### src/rtl/level_sample_scheduler.sv
// level_sample_scheduler: once per 1 Hz tick, powers the level sensor, waits
// a settle time, collects 2^AVG_LOG2 handshaked samples with per-sample ms
// timeouts, and publishes their truncated mean.
module level_sample_scheduler #(
  parameter int DATA_W     = 12,
  parameter int SETTLE_MS  = 10,
  parameter int TIMEOUT_MS = 50,
  parameter int AVG_LOG2   = 2
) (
  input  logic              clk_100MHz,
  input  logic              reset,
  input  logic              tick_1kHz,
  input  logic              tick_1Hz,
  input  logic              enable,
  input  logic              sample_valid,
  input  logic [DATA_W-1:0] sample_data,
  output logic              sensor_en,
  output logic              meas_start,
  output logic              busy,
  output logic [DATA_W-1:0] level_out,
  output logic              level_valid,
  output logic              timeout_err,
  output logic              overrun
);

  localparam int ACC_W  = DATA_W + AVG_LOG2;
  localparam int NSAMP  = 1 << AVG_LOG2;
  localparam int MS_MAX = (SETTLE_MS > TIMEOUT_MS) ? SETTLE_MS : TIMEOUT_MS;
  localparam int MS_W   = (MS_MAX < 1) ? 1 : $clog2(MS_MAX + 1);
  localparam int CNT_W  = AVG_LOG2 + 1;

  localparam logic [MS_W-1:0]  SETTLE_LAST  = MS_W'((SETTLE_MS > 0) ? SETTLE_MS - 1 : 0);
  localparam logic [MS_W-1:0]  TIMEOUT_LAST = MS_W'((TIMEOUT_MS > 0) ? TIMEOUT_MS - 1 : 0);
  localparam logic [CNT_W-1:0] CNT_LAST     = CNT_W'(NSAMP - 1);

  typedef enum logic [2:0] {
    S_IDLE,
    S_POWER,
    S_START,
    S_WAIT,
    S_DONE
  } state_t;

  state_t              state_q, state_d;
  logic [MS_W-1:0]     ms_q, ms_d;
  logic [CNT_W-1:0]    cnt_q, cnt_d;
  logic [ACC_W-1:0]    acc_q, acc_d;
  logic [DATA_W-1:0]   level_q, level_d;
  logic                terr_q, terr_d;
  logic                ovr_q, ovr_d;
  logic [ACC_W-1:0]    acc_sum;

  // Truncating mean: the accumulator is wide enough that the shifted sum
  // always fits back into DATA_W bits.
  function automatic logic [DATA_W-1:0] mean_trunc(input logic [ACC_W-1:0] sum);
    logic [ACC_W-1:0] shifted;
    shifted = sum >> AVG_LOG2;
    return shifted[DATA_W-1:0];
  endfunction

  // State and datapath registers; reset clears everything.
  always_ff @(posedge clk_100MHz or posedge reset) begin
    if (reset) begin
      state_q <= S_IDLE;
      ms_q    <= '0;
      cnt_q   <= '0;
      acc_q   <= '0;
      level_q <= '0;
      terr_q  <= 1'b0;
      ovr_q   <= 1'b0;
    end else begin
      state_q <= state_d;
      ms_q    <= ms_d;
      cnt_q   <= cnt_d;
      acc_q   <= acc_d;
      level_q <= level_d;
      terr_q  <= terr_d;
      ovr_q   <= ovr_d;
    end
  end

  // Burst sequencing, accumulation, timeout and flag updates.
  always_comb begin
    state_d = state_q;
    ms_d    = ms_q;
    cnt_d   = cnt_q;
    acc_d   = acc_q;
    level_d = level_q;
    terr_d  = terr_q;
    ovr_d   = ovr_q;
    acc_sum = acc_q + ACC_W'(sample_data);

    unique case (state_q)
      S_IDLE: begin
        if (tick_1Hz && enable) begin
          state_d = S_POWER;
          acc_d   = '0;
          cnt_d   = '0;
          ms_d    = '0;
        end
      end
      S_POWER: begin
        if (!enable) begin
          state_d = S_IDLE;
        end else if (SETTLE_MS == 0) begin
          state_d = S_START;
        end else if (tick_1kHz) begin
          if (ms_q == SETTLE_LAST) state_d = S_START;
          else                     ms_d    = ms_q + 1'b1;
        end
      end
      S_START: begin
        if (!enable) begin
          state_d = S_IDLE;
        end else begin
          state_d = S_WAIT;
          ms_d    = '0;
        end
      end
      S_WAIT: begin
        // A sample arriving with the final timeout tick is still accepted.
        if (!enable) begin
          state_d = S_IDLE;
        end else if (sample_valid) begin
          acc_d = acc_sum;
          cnt_d = cnt_q + 1'b1;
          if (cnt_q == CNT_LAST) begin
            level_d = mean_trunc(acc_sum);
            terr_d  = 1'b0;
            ovr_d   = 1'b0;
            state_d = S_DONE;
          end else begin
            state_d = S_START;
          end
        end else if (tick_1kHz) begin
          if (ms_q == TIMEOUT_LAST) begin
            terr_d  = 1'b1;
            state_d = S_IDLE;
          end else begin
            ms_d = ms_q + 1'b1;
          end
        end
      end
      S_DONE: state_d = S_IDLE;
      default: state_d = S_IDLE;
    endcase

    // A second-tick arriving mid-burst is flagged, never queued.
    if (tick_1Hz && (state_q != S_IDLE)) ovr_d = 1'b1;
  end

  assign sensor_en   = (state_q != S_IDLE);
  assign busy        = (state_q != S_IDLE);
  assign meas_start  = (state_q == S_START);
  assign level_valid = (state_q == S_DONE);
  assign level_out   = level_q;
  assign timeout_err = terr_q;
  assign overrun     = ovr_q;

endmodule

### config.mk
export PLATFORM = sky130hd
export DESIGN_NAME = level_sample_scheduler
export DESIGN_NICKNAME = d
export VERILOG_FILES = /design/src/rtl/level_sample_scheduler.sv
export SDC_FILE = /design/constraint.sdc
export NUM_CORES = 1
export LEC_CHECK = 0
export CAP_MARGIN = 30
export CORE_MARGIN = 1
export CORE_UTILIZATION = 35
export CTS_CLUSTER_SIZE = 16
export DETAILED_ROUTE_END_ITERATION = 10
export PLACE_DENSITY = 0.65
export SLEW_MARGIN = 20
export SYNTH_ARGS = -nofsm -noshare
export SYNTH_HDL_FRONTEND = slang
export SYNTH_SLANG_ARGS = --single-unit
### constraint.sdc
create_clock -name clk_100MHz -period 2.2 [get_ports clk_100MHz]
set_input_delay 0.55 -clock clk_100MHz [delete_from_list [all_inputs] [get_ports clk_100MHz]]
set_output_delay 0.55 -clock clk_100MHz [all_outputs]
set_load 0.01 [all_outputs]
==> results.yml <==
global_routing:
  grt_pass1_wl_um: 9949
  antenna_found_initial: 0
  grt_util_met3_pct: 2.950
  globalRouteMet2Util_pct: 28.84
  overflow: 0
  grt_usage_pct: 17.48
  grt_pass1_vias: 2093
  global_route.usage.met1_pct: 23.91
  grt-busiest-layer: "met2"
  grt_max_degree: 41
synth:
  synth_area_leaders: "dfrtp_1 42%, ha_1 8.4%, nand2_1 4.7%"
  synth-seq-cells: 40
  seq_area_frac_synth_pct: 42.06
  synthesis.area_sq_um: 2380
  synth_flop_cell: "dfrtp_1"
  syn_nets: 283
  synthDistinctLibCells: 47
  synth_top_area_share_pct: 42.06
  async_flop_share_pct: 100.0
  yosys_warnings: 0
  synth_edf_count: 0
  yosys.area.top_type: "dfrtp_1"
  synthCells: 248
  synth.avg_cell_area_sq_um: 9.596
cts:
  clk-insertion-delay-late_ps: 300
  cts_tree: "yes"
  ctsHoldBuffers: 0
  cts.path.max_buffers: 2
  numCtsBuffers: 5
  ctsHtreeMaxLevel: 2
  clock-root-buffer: "clkbuf_8"
  numClockSinks: 40
  path_clk_slew_ps: 80
route:
  drc_errors: 4
  wire_per_inst_um: 14.59
  vias: 2059
  wl_um: 5763
  via_per_inst: 5.213
  ant_nets: 0
  drt_iter0_markers: 112
  drt-pass1-iter-count: 7
timing:
  setup_slack_ps: 66.25
  fin_worst_skew_ps: 6.675
  finalMaxSlewViolations: 0
  hold_slack_ps: 479.5
  slew_headroom_pct: 64.84
  min_period_over_period_pct: 96.99
  min_period_ps: 2134
  fmax_mhz: 468.7
  setup_viol: 0
  hold_viol: 0
  tightest_slew_ps: 514.0
power:
  leakagePower_nw: 1.545
  p_switching_mw: 1.387
  power_frac_clock_pct: 16.3
  power_mw: 3.684
  comb_power_share_pct: 53.5
  seq_power_share_pct: 30.2
  powerDensity_nw_per_um2: 1111
  p_int_mw: 2.297
  peakVddDrop_uv: 394.0
  netSwitchingFraction_pct: 37.65
outcome:
  violations: "DRC"
  status: "complete, but fails checks"
layout:
  layout-drive-gt1-share_pct: 24.53
  diodes: 0
  final_core_utilization_pct: 51.36
  area_growth_syn_to_layout_pct: 39.38
  nets: 352
  multi_input_area_sq_um: 1443
  seqCellArea_sq_um: 1003
  n_fill_cell: 579
  finish.instance_area_sq_um: 3317
place:
  place_area_sq_um: 3052
  portBuffers: 35
  gp_congestion: 0.8088
  pre_cts_slack_ps: -531.5
  post-dp-hpwl_um: 4127
floorplan:
  dieWidth_um: 84.46
  die_y_um: 84.46
  row_count: 29
  num_io_pins: 36
  start_util_pct: 36.85
  die_area_sq_um: 7133
  core_sq_um: 6459
worst_setup_path:
  cp-start-kind: "primary input"
  worst_ep_arrival_time_ps: 2360
  end_kind: "flip-flop"
  crit_path_max_fanout: 4
  crit_type: "primary input to flip-flop"
  crit_required_ps: 2430
flow_run:
  drv_cap: 0
hold_path:
  hp-class: "flip-flop to flip-flop"
==> critical path, cell delays in order <==
cell and delay (ps):
clkdlybuf4s50_1 400, ha_1 370, nand4_1 240, a211oi_2 290, o21ai_2 120, or3_1 310, nand3_1 80
==> sequential cells by signal (all words and copies together) (netlist names) <==
signal       cells
acc_q           14
level_out       12
ms_q             6
cnt_q            3
state_q          3
overrun          1
timeout_err      1
==> routing by layer <==
| metal | wire, um | part of all wire (%) |
|---|---|---|
| met5 | 0 | 0 |
| met4 | 95 | 1.6 |
| met3 | 200 | 3.5 |
| met2 | 2763 | 48 |
| met1 | 2703 | 47 |
==> layout make-up <==
| cell class | instances | area share, % |
|---|---|---|
| Sequential cell | 40 | 30.25 |
| Tap cell | 77 | 2.905 |
| Clock buffer | 6 | 2.188 |
| Inverter | 10 | 1.132 |
| Multi-Input combinational cell | 190 | 43.49 |
| Clock inverter | 2 | 1.056 |
| Timing Repair Buffer | 70 | 18.97 |
==> path summary, 6_finish.rpt <==
check	cells past startpoint	slack [ps]	end	from
worst max-delay path	7	70	acc_q[13]	sample_data[2]
worst min-delay path	2	480	level_out[2]	level_out[2]
worst max register to register	9	210	level_out[6]	acc_q[0]
worst min register to register	2	480	level_out[2]	level_out[2]
max in group asynchronous	3	1150	state_q[1]	reset
min in group asynchronous	3	680	level_out[7]	reset
==> metrics by stage <==
step | setup TNS, ps | cells
after floorplan | 0 | 248
after global placement | -7332 | 386
after detailed placement | -7716 | 386
after CTS | 0 | 395
after global routing | -24.96 | 395
final | 0 | 395
==> cell families (layout without fill, tap and decap cells) <==
kind of cell             count (synthesis)  after routing  synth area share [%]
AO/OA/AOI/OAI                           71             71                 20.19
XOR/XNOR                                12             12                 4.416
buffers and inverters                   18             88                 3.365
adder cells (fa/ha/maj)                 17             17                 9.253
AND/OR/NAND/NOR                         83             83                 17.09
flip-flops                              40             40                 42.06
multiplexers                             7              7                 3.628
==> placed cells by master, fill, tap and decap left out, drive strengths merged, types with 4 or more instances in the layout <==
cell type / n
nand2b: 4
nand3: 6
nor3: 4
dlymetal6s2s: 4
nor2b: 6
a21o: 7
inv: 10
clkdlybuf4s50: 26
xor2: 4
mux2: 7
nand2: 31
a31oi: 4
xnor2: 8
a21oi: 15
a22o: 10
buf: 35
nor2: 16
o21ai: 24
dfrtp: 40
ha: 16
dlygate4sd2: 5
clkbuf: 6
==> synth_stat cells (2+ instances only) <==
cell / instances
a41oi_1: 2
nand2b_1: 4
a31oi_1: 4
o21ai_0: 11
nor2b_1: 6
a21oi_1: 14
nor2_1: 16
nand4_1: 3
a21o_1: 6
o21ai_1: 12
xnor2_1: 8
nand2_1: 30
a22o_1: 10
xor2_1: 4
or3_1: 2
and2_1: 2
ha_1: 16
and3_1: 2
mux2_2: 2
inv_1: 9
nor3_1: 4
nand3_1: 6
buf_2: 7
nor3b_1: 3
mux2_4: 2
dfrtp_1: 40
mux2_1: 3
==> power groups by stage <==
stage / clock [mW] / sequential [mW] / combinational, mW
after CTS: 0.614 / 1.11 / 1.93
after global placement: 0 / 1.10 / 1.77
after detailed placement: 0 / 1.10 / 1.80
after floorplan: 0 / 1.07 / 1.13
final: 0.600 / 1.11 / 1.97
after global routing: 0.647 / 1.14 / 2.18
==> repair_timing <==
item	in CTS	in global routing
pin swaps	15	6
cloned	0	0
endpoints found under the setup margin	19	11
resized for setup	26	9
endpoints found under the hold margin	0	0
buffers inserted	1	0
Power figures use the tool's default switching activity.
==> RTL edit: new RTL, same settings <==
`ms_q` no longer has a reset.
--- a/src/rtl/level_sample_scheduler.sv
+++ b/src/rtl/level_sample_scheduler.sv
@@ -62,7 +62,6 @@
   always_ff @(posedge clk_100MHz or posedge reset) begin
     if (reset) begin
       state_q <= S_IDLE;
-      ms_q    <= '0;
       cnt_q   <= '0;
       acc_q   <= '0;
       level_q <= '0;
@@ -70,13 +69,16 @@
       ovr_q   <= 1'b0;
     end else begin
       state_q <= state_d;
-      ms_q    <= ms_d;
       cnt_q   <= cnt_d;
       acc_q   <= acc_d;
       level_q <= level_d;
       terr_q  <= terr_d;
       ovr_q   <= ovr_d;
     end
+  end
+
+  always_ff @(posedge clk_100MHz) begin
+    ms_q <= ms_d;
   end
 
   // Burst sequencing, accumulation, timeout and flag updates.
Formal check against the unedited RTL: no difference found for any inputs over 10 cycles, from zero or initial values and one cycle with reset high; that may be too few to reach the edited logic, so the function may still have changed.
==> RTL edit against the unedited design <==
Sequential power is 5% lower. Final area grew 9.3%. Fmax is 0.45% lower. Count of clock-buffer cells in the layout is 1 lower. Routed wire length increased by 8.1%. Clock skew is 0.0039 ns lower. Synthesized cell count grew 12%. Highest routed layer unchanged. First-iteration DRC count down 8.0%. Critical endpoint is now level_out[9]. Setup slack worse by 0.0097 ns. Sequential cell count stayed put. Global-route usage increased by 0.54 points. Area after synthesis is 6.0% higher. Total power is 15% lower.
==> RTL edit: results <==
group,metric,value,unit
setup_path,crit_fanout,5,
global_route,grt_pass1_vias,2292,
layout,final_cells,454,
detailed_routing,wire_per_inst,13.7,um
pwr,power.density,866,mW/mm2
setup_path,cp.arrival,2.39,ns
place,dp_cells,442,
synth,synth.distinct_cells,49,
sta,worst_pin_slew,0.463,ns
place,place_congestion,0.910,
synth,synthTopCellsByArea,"dfrtp_1 34%, ha_1 7.9%, edfxtp_1 7.1%",
synth,async_flop_share,85.0,%
run_status,status,"finished, final reports clean",
pwr,power.switching,1160,uW
global_route,grt_max_degree,35,
setup_path,r2r_cells,8,
pwr,leakagePower,0.00165,uW
detailed_routing,dr.pass1.iters,6,
synth,synth-edff-count,6,
synth,avgSynthCellArea,9.07,um2
synth,synthAdderAreaFrac,8.73,%
synth,yosysSeqAreaShare,40.9,%
synth,synth_compound_area_share,15.6,%
layout,n_fill_cell,637,
sta,skew,0.00279,ns
synth,synth-xor-area-share,4.86,%
synth,synth_common_cells,"37 x nand2_1, 34 x dfrtp_1, 23 x o21ai_0",
global_route,grt_pass1_wl,10500,um
place,dpl_cell_area,0.00328,mm2
global_route,met3_usage,3.13,%
layout,nets,392,
synth,synth_mux_area_share,3.42,%
setup_path,slowest_stage,"or4_4",
global_route,grt_use_met2,30.1,%
==> RTL edit: cell families (layout without fill, tap and decap cells) <==
family / count (synthesis) / after routing
buffers and inverters: 26 / 106
adders and majority gates: 17 / 17
and+or+nand+nor: 110 / 110
AOI/OAI and AO/OA: 63 / 63
muxes: 8 / 8
xor gates and xnor gates: 14 / 14
DFF: 40 / 40
==> RTL edit: final cells by class <==
class                           instances  area share [%]
Sequential cell                        40            28.5
Tap cell                               96            3.31
Inverter                               11            1.14
Timing Repair Buffer                   87            20.6
Clock inverter                          3            1.04
Clock buffer                            5            1.90
Multi-Input combinational cell        212            43.5
==> RTL edit: per-stage QoR <==
step | TNS (ns) | power (uW) | worst slack (ns)
2_1_floorplan | -0.0475 | 1830 | -0.0252
5_1_grt | -0.000717 | 3380 | -0.000653
3_3_place_gp | -9.50 | 2300 | -0.684
4_1_cts | 0 | 3050 | 0.0143
3_5_place_dp | -9.81 | 2330 | -0.709
6_report | 0 | 3140 | 0.0566
==> RTL edit: worst reg2reg max path, stage by stage (launching register included) <==
cell	delay, ns
dfrtp_1	0.41
ha_4	0.29
buf_4	0.10
nand3_1	0.09
nor2_2	0.17
nor2_1	0.07
o21a_2	0.24
or4_4	0.52
nand3_1	0.09
==> RTL edit: path summary, 6_finish.rpt <==
path	startpoint	endpoint	slack (ns)
min in group asynchronous	reset	level_out[2]	0.64
max in group asynchronous	reset	state_q[1]	1.21
worst min register to register	level_out[9]	level_out[9]	0.48
worst max-delay path	sample_data[2]	level_out[9]	0.06
worst min-delay path	level_out[9]	level_out[9]	0.48
worst max register to register	acc_q[2]	level_out[9]	0.15
==> RTL edit: power by group through the flow <==
stage / clock network (uW) / registers, uW / logic, uW
3_5_place_dp: 0 / 1040 / 1280
6_report: 611 / 1060 / 1470
2_1_floorplan: 0 / 999 / 835
3_3_place_gp: 0 / 1040 / 1260
5_1_grt: 662 / 1090 / 1630
4_1_cts: 631 / 1040 / 1380
==> RTL edit: routing by layer <==
layer  vias up  part of all wire [%]  wire, um
li1       1139                     -         -
met1      1079                    47      2920
met2        50                    47      2960
met3         8                   4.2       259
met4         0                   1.6        97
met5         -                     0         0
==> RTL edit: what timing repair did <==
action / CTS / global route
endpoints found under the setup margin: 19 / 14
pin swaps: 10 / 14
gates resized for setup: 29 / 22
setup buffers: 3 / 1
